==> config.mk <==
export PLATFORM = sky130hd
export DESIGN_NAME = inst_encoder
export DESIGN_NICKNAME = d
export VERILOG_FILES = /design/src/rtl/legv8_pkg.sv /design/src/rtl/inst_pack.sv /design/src/rtl/inst_encoder.sv
export SDC_FILE = /design/constraint.sdc
export NUM_CORES = 1
export LEC_CHECK = 0
export CORE_MARGIN = 2
export CORE_UTILIZATION = 35
export DETAILED_ROUTE_END_ITERATION = 10
export PLACE_DENSITY_LB_ADDON = 0.2
export SLEW_MARGIN = 10
export SYNTH_ARGS = -nofsm -noshare
export SYNTH_HDL_FRONTEND = slang
export SYNTH_SLANG_ARGS = --single-unit
==> constraint.sdc <==
create_clock -name CLK -period 5.7 [get_ports CLK]
set_input_delay 1.14 -clock CLK [delete_from_list [all_inputs] [get_ports CLK]]
set_output_delay 1.14 -clock CLK [all_outputs]
set_load 0.005 [all_outputs]
==> src/rtl/legv8_pkg.sv <==
// LEGv8 op classes, opcode field constants and field widths shared by the
// instruction encoder and the control decoder.
package legv8_pkg;

  typedef enum logic [3:0] {
    OP_AND  = 4'd0,
    OP_ORR  = 4'd1,
    OP_ADD  = 4'd2,
    OP_SUB  = 4'd3,
    OP_ADDI = 4'd4,
    OP_SUBI = 4'd5,
    OP_MOVZ = 4'd6,
    OP_B    = 4'd7,
    OP_CBZ  = 4'd8,
    OP_LDUR = 4'd9,
    OP_STUR = 4'd10
  } op_e;

  localparam int INST_W    = 32;
  localparam int REG_W     = 5;
  localparam int IMM_W     = 26;
  localparam int HW_W      = 2;
  localparam int ALU_IMM_W = 12;
  localparam int MOV_IMM_W = 16;
  localparam int BR_IMM_W  = 26;
  localparam int CB_IMM_W  = 19;
  localparam int DT_IMM_W  = 9;

  localparam logic [10:0] OPC_AND  = 11'b10001010000;
  localparam logic [10:0] OPC_ORR  = 11'b10101010000;
  localparam logic [10:0] OPC_ADD  = 11'b10001011000;
  localparam logic [10:0] OPC_SUB  = 11'b11001011000;
  localparam logic [9:0]  OPC_ADDI = 10'b1001000100;
  localparam logic [9:0]  OPC_SUBI = 10'b1101000100;
  localparam logic [8:0]  OPC_MOVZ = 9'b110100101;
  localparam logic [5:0]  OPC_B    = 6'b000101;
  localparam logic [7:0]  OPC_CBZ  = 8'b10110100;
  localparam logic [10:0] OPC_LDUR = 11'b11111000010;
  localparam logic [10:0] OPC_STUR = 11'b11111000000;

endpackage

==> src/rtl/inst_pack.sv <==
// Combinational LEGv8 field packer: op class plus register/immediate fields
// in, 32-bit instruction word and an illegal-op flag out.
module inst_pack
  import legv8_pkg::*;
(
  input  logic [3:0]        op_i,
  input  logic [REG_W-1:0]  rd_i,
  input  logic [REG_W-1:0]  rn_i,
  input  logic [REG_W-1:0]  rm_i,
  input  logic [IMM_W-1:0]  imm_i,
  input  logic [HW_W-1:0]   hw_i,
  output logic [INST_W-1:0] word_o,
  output logic              illegal_o
);

  // Upper immediate bits beyond each format's field are simply dropped.
  always_comb begin
    word_o    = '0;
    illegal_o = 1'b0;
    case (op_i)
      OP_AND:  word_o = {OPC_AND, rm_i, 6'b0, rn_i, rd_i};
      OP_ORR:  word_o = {OPC_ORR, rm_i, 6'b0, rn_i, rd_i};
      OP_ADD:  word_o = {OPC_ADD, rm_i, 6'b0, rn_i, rd_i};
      OP_SUB:  word_o = {OPC_SUB, rm_i, 6'b0, rn_i, rd_i};
      OP_ADDI: word_o = {OPC_ADDI, imm_i[ALU_IMM_W-1:0], rn_i, rd_i};
      OP_SUBI: word_o = {OPC_SUBI, imm_i[ALU_IMM_W-1:0], rn_i, rd_i};
      OP_MOVZ: word_o = {OPC_MOVZ, hw_i, imm_i[MOV_IMM_W-1:0], rd_i};
      OP_B:    word_o = {OPC_B, imm_i[BR_IMM_W-1:0]};
      OP_CBZ:  word_o = {OPC_CBZ, imm_i[CB_IMM_W-1:0], rd_i};
      OP_LDUR: word_o = {OPC_LDUR, imm_i[DT_IMM_W-1:0], 2'b00, rn_i, rd_i};
      OP_STUR: word_o = {OPC_STUR, imm_i[DT_IMM_W-1:0], 2'b00, rn_i, rd_i};
      default: illegal_o = 1'b1;
    endcase
  end

endmodule

==> src/rtl/inst_encoder.sv <==
// LEGv8 instruction encoder: accepts instruction descriptions, emits packed
// words tagged with a running byte address through a one-deep output register.
module inst_encoder
  import legv8_pkg::*;
#(
  parameter int ADDR_W = 64
) (
  input  logic              CLK,
  input  logic              resetl,
  input  logic              in_valid,
  output logic              in_ready,
  input  logic [3:0]        op,
  input  logic [4:0]        rd,
  input  logic [4:0]        rn,
  input  logic [4:0]        rm,
  input  logic [25:0]       imm,
  input  logic [1:0]        hw,
  input  logic              load_addr,
  input  logic [ADDR_W-1:0] start_addr,
  output logic              out_valid,
  input  logic              out_ready,
  output logic [31:0]       out_word,
  output logic [ADDR_W-1:0] out_addr,
  output logic              err,
  output logic [15:0]       count
);

  logic              valid_q, valid_d;
  logic [31:0]       word_q, word_d;
  logic [ADDR_W-1:0] oaddr_q, oaddr_d;
  logic [ADDR_W-1:0] addr_q, addr_d;
  logic              err_q, err_d;
  logic [15:0]       count_q, count_d;

  logic [31:0]       pack_word;
  logic              pack_illegal;
  logic              accept;
  logic [ADDR_W-1:0] base_addr;

  inst_pack u_pack (
    .op_i      (op),
    .rd_i      (rd),
    .rn_i      (rn),
    .rm_i      (rm),
    .imm_i     (imm),
    .hw_i      (hw),
    .word_o    (pack_word),
    .illegal_o (pack_illegal)
  );

  assign in_ready  = !valid_q || out_ready;
  assign accept    = in_valid && in_ready;
  // A same-cycle load redirects the word being accepted, not the held one.
  assign base_addr = load_addr ? start_addr : addr_q;

  always_comb begin
    valid_d = valid_q;
    word_d  = word_q;
    oaddr_d = oaddr_q;
    addr_d  = addr_q;
    err_d   = err_q;
    count_d = count_q;
    if (valid_q && out_ready) begin
      valid_d = 1'b0;
      count_d = count_q + 16'd1;
    end
    if (load_addr) addr_d = start_addr;
    if (accept) begin
      if (pack_illegal) begin
        err_d = 1'b1;
      end else begin
        valid_d = 1'b1;
        word_d  = pack_word;
        oaddr_d = base_addr;
        addr_d  = base_addr + ADDR_W'(4);
      end
    end
  end

  always_ff @(posedge CLK or negedge resetl) begin
    if (!resetl) begin
      valid_q <= 1'b0;
      word_q  <= '0;
      oaddr_q <= '0;
      addr_q  <= '0;
      err_q   <= 1'b0;
      count_q <= '0;
    end else begin
      valid_q <= valid_d;
      word_q  <= word_d;
      oaddr_q <= oaddr_d;
      addr_q  <= addr_d;
      err_q   <= err_d;
      count_q <= count_d;
    end
  end

  assign out_valid = valid_q;
  assign out_word  = word_q;
  assign out_addr  = oaddr_q;
  assign err       = err_q;
  assign count     = count_q;

endmodule

### Yosys cells after proc, flatten, opt, wreduce, memory -nomap -nowiden

Cells that the tools add are included.

* word-level logic and storage cells: 34
* output and inout port bits: 115
* register bits after elaboration: 178

* equality and inequality tests: 10
* add/subtract/negate cells: 2
* bitwise gates (word level): 1
* reduce and logical (&&, ||, !) cells: 8
* multiplexer cells: 7

Operator list (count)
* $pmux 32 s11: 1
* $mux 64: 3
* $add 64x3->64 const B: 1
* $add 16x1->16 const B: 1
* $eq 4x3->1 const B: 4
* $eq 4x4->1 const B: 3
* $reduce_or 11->1: 1
* $eq 4x2->1 const B: 2
* $eq 4x1->1 const B: 1
* $logic_not 4->1: 1
* $reduce_and 2->1: 2
* $mux 1: 3
* $logic_and 1x1->1: 2
* $logic_not 1->1: 1
* $logic_or 1x1->1: 1
* $not 1->1: 1

### Logic depth before layout (Yosys ltp)

* depth after elaboration: 4
* gate-level depth with buffers: 15
* mapped depth without buffers: 8

### Hierarchy

A second synthesis with hierarchy kept.

* cell total of the unflattened synthesis: 1017
* area, all modules: 9615.5 um^2

Modules (own cells, without submodules)
* inst_encoder: cells an instance 879, instances 1, area an instance 8624.5 um^2
* inst_pack: cells an instance 138, instances 1, area an instance 991.0 um^2

### Worst setup path after synthesis

No wires, ideal clock.

* kind: input port to flip-flop
* start: in load_addr
* end: reg addr_q[60]
* data required time: 5.620 ns
* slack: 1.683 ns
* buffers on the path: 7
* cell stages on the path: 15
* arrival: 3.937 ns
* cell sequence: buf_4 buf_6 buf_4 buf_2 clkbuf_1 buf_2 mux2i_1 inv_1 ha_1 and2_1 nand4_4 or3b_1 buf_4 nor4_4 xnor2_1

* longest elaborated chain between the ends: 4

Ends and longest elaborated chain
* start, declared: line inst_encoder.sv:18 `input logic load_addr,`
* $mux 64: line inst_encoder.sv:54 `assign base_addr = load_addr ? start_addr : addr_q;`
* named net base_addr[3]: line inst_encoder.sv:38 `logic [ADDR_W-1:0] base_addr;`
* $add 64x3->64: line inst_encoder.sv:75 `addr_d = base_addr + ADDR_W'(4);`
* $mux 64: line inst_encoder.sv:69 `if (pack_illegal) begin`
* $mux 64: line inst_encoder.sv:68 `if (accept) begin`
* named net addr_d[60]: line inst_encoder.sv:31 `logic [ADDR_W-1:0] addr_q, addr_d;`
* end signal, assigned: line inst_encoder.sv:92 `addr_q <= addr_d;`
* end, declared: line inst_encoder.sv:31

The timed path passes the listed nets, and every way through them passes these cells.
A chain may end at the register's enable or synchronous reset.

### Worst setup path in the final report

* start: in op[1]
* end: reg addr_q[6]

* longest elaborated chain between the ends: 4
* elaborated cells on any way between the ends: 14
* classes of those cells: 10 x eq/ne; 2 x mux; 2 x reduce/logical

Ends and longest elaborated chain
* start, declared: line inst_encoder.sv:12 `input logic [3:0] op,`
* $eq 4x1->1, or another cell as far along: line inst_pack.sv:20 `case (op_i)`
* $reduce_or 11->1 (no source line) (*)
* $mux 64 (*): line inst_encoder.sv:69
* $mux 64 (*): line inst_encoder.sv:68
* named net addr_d[6]: line inst_encoder.sv:31

Mark *: on every way through the listed nets, which the timed path passes. The rest lies on a longest branch.

==> metrics <==
Worst-path clk slew=0.07 ns; flops & latches, synth=178; syn_area_per_cell=9.79 um^2; Routed WL=26.2 mm; met1 WL=12.3 mm; kind of critical path=in2reg; initial antenna violation count=1; ys async rst share=1.00; ANT nets after route=0; Crit path required time=5.97 ns; most common cell after layout, fill and taps aside=clkdlybuf4s50_1; DP Wirelength=18.8 mm; CP peak stage delay=between 0.8 and 0.9 ns; # diodes=0; WP buf/inv=2; Worst Setup Start Kind=input port; Yosys cell types=64; Tmin final=~4 ns; Slew headroom=0.0901; met3 wire length=1.06 mm; slowest CP cell=buf_4; share of cells above drive strength 1=0.0632; H-tree Lvls=4; Final Power=3650 uW; most frequent cells in the layout=clkdlybuf4s50_1, dfrtp_1, a21oi_1; Ys Warns=0; number of global-route vias before repair=7587; routed wire length per instance=17.6 um; Clock Sinks=178; setup TNS=0 ns; CP top delay family=buffers and inverters; ys flop type=dfrtp_1; HP Class=reg2reg; top layer used by detailed routing=met5; met2 WL=12.5 mm; status=complete, no violations; grt ovf=0; GRT Overall Usage=0.194; clk buf depth=2; Setup crit end kind=register; CTS tree=yes; Routability Congestion=0.833; die height=roughly 170 um; syn nets=around 1100; arrival time at the worst endpoint=4.19 ns; Num CTS Buffers=17; Buffers on Ports=230; clk_skew=0.0172 ns; worst skew pair latency=0.43 ns; Final Hold Viols=0; first-pass GRT wire length=41.6 mm; Power Dens Cells=298 nW/um^2; TritonRoute pass-1 iters=8; max-slew violation count=0; Post-synth EDFFs=0; die area=27400 um^2; Leakage=0.00482 uW; # setup viols final=0; post-layout util=0.475; postcts setup bufs=0; Mapped Cells=932; root buf cell=clkbuf_16; largest net degree at the start of global routing=about 120; Area growth, synth to finish=34.6%; register area share after synthesis=0.488; vias per cell=slightly above 5; Initial Utilization=0.353; slew of the pin with the lowest slew margin=1.36 ns; # resized after CTS=0; io pins=231; post-route DRC violation count=0; Post-Syn Area=9120 um^2; via count=7741; Layout Nets=1260; total core area=25800 um^2; cell row count=59; f_max=0.255 GHz; CTS Hold Buffers Added=0; die width=165 um; fin crit share=0.687; Initial DRC Count=~540; worst vdd ir=0.143 mV; CP Cell Sequence=clkdlybuf4s50_1 > a21o_1 > a221oi_4 > buf_4 > and2_1 > nand2_1 > xor2_1 > mux2i_1; unrepaired setup endpoints after global routing=false; crit path max fanout=approximately 100; MaxCap Viol Count=0
[through the flow]
stage	instance area, um^2	hold WS [ns]	setup WS (ns)	instances
2_1_floorplan	9120	0.463	1.68	932
3_3_place_gp	11700	0.451	1.41	1458
3_5_place_dp	11700	0.454	1.34	1458
4_1_cts	12300	0.470	1.77	1490
5_1_grt	12300	0.486	1.53	1490
6_report	12300	0.464	1.78	1490
[worst paths after layout]
kind | start | to | slack (ns) | cells past startpoint
worst max-delay path | op[1] | addr_q[6]$_DFF_PN0_ | 1.78 | 8
worst min-delay path | out_word[4]$_DFFE_PN0P_ | out_word[4]$_DFFE_PN0P_ | 0.46 | 2
worst max register to register | out_valid$_DFF_PN0_ | addr_q[6]$_DFF_PN0_ | 3.01 | 6
worst min register to register | out_word[4]$_DFFE_PN0P_ | out_word[4]$_DFFE_PN0P_ | 0.46 | 2
max in group asynchronous | resetl | addr_q[48]$_DFF_PN0_ | 3.77 | 2
min in group asynchronous | resetl | out_word[19]$_DFFE_PN0P_ | 0.72 | 1
[routing by layer]
layer	vias to the layer above	global-route usage
li1	3767	-
met1	3777	0.271
met2	169	0.313
met3	26	0.0335
met4	2	0.0525
met5	-	0
[cell usage after synthesis (3+ instances only)]
master      n  share of area
nand3b_1   17          0.014
o21ai_0    27          0.015
xnor2_1    48          0.046
mux2_2      7         0.0086
nand4_1    12         0.0082
dfrtp_1   178           0.49
a31oi_1    10         0.0069
xor2_1     30          0.029
nand4b_1    4         0.0038
o22ai_1     3         0.0021
a32o_1      8         0.0088
a21o_1      4         0.0033
a22oi_1    10         0.0082
nand2b_1    6         0.0041
nand3_1    43          0.024
buf_2      12         0.0066
buf_4       3         0.0025
buf_6       3         0.0037
mux2i_1    43          0.047
nor4_2      4         0.0055
nor2_1     97          0.040
or3_1       3         0.0021
clkbuf_1   33          0.014
a32oi_1    14          0.013
nor4_1      8         0.0055
and2_1      3         0.0021
a222oi_1   12          0.013
nor3_1     16         0.0088
nand2_1    96          0.040
inv_1      11         0.0045
a21oi_1   103          0.057
nor2b_1    24          0.016
[power by group]
part           total (uW)  internal [uW]  switching (uW)
clock                1160            596             567
combinational         894            502             392
sequential           1600           1460             135
total                3650           2560            1090
[area by class of cell]
class | count | area [um^2]
Inverter | 11 | 41.3
Tap cell | 335 | 419
Timing Repair Buffer | 243 | 2400
Multi-Input combinational cell | 691 | 4380
Fill cell | 2509 | 13600
Sequential cell | 178 | 4450
Clock inverter | 14 | 138
Clock buffer | 18 | 439
[logic make-up (layout without fill, tap and decap cells)]
kind of cell / Yosys count / in the layout / share of synthesized area
buf+inv: 63 / 286 / 0.0313
fa+ha+maj: 2 / 2 / 0.00274
xor+xnor: 78 / 78 / 0.0749
simple gates: 351 / 351 / 0.200
compound gates: 210 / 210 / 0.147
mux: 50 / 50 / 0.0558
flops: 178 / 178 / 0.488
[worst register-to-register path: cells and delay by family, from the launching register on]
| family | cells | cell delay (ns) |
|---|---|---|
| flip-flops | 1 | 0.49 |
| buffers and inverters | 1 | 0.84 |
| multiplexers | 1 | 0.08 |
| XOR/XNOR | 1 | 0.13 |
| AO/OA/AOI/OAI | 1 | 0.61 |
| AND/OR/NAND/NOR | 2 | 0.39 |
[registers in the layout, indices dropped and copies added (netlist names)]
register / cells
addr_q: 64
err: 1
out_valid: 1
out_addr: 64
out_word: 32
count: 16
Note: power is estimated with default switching activity, not from simulation.
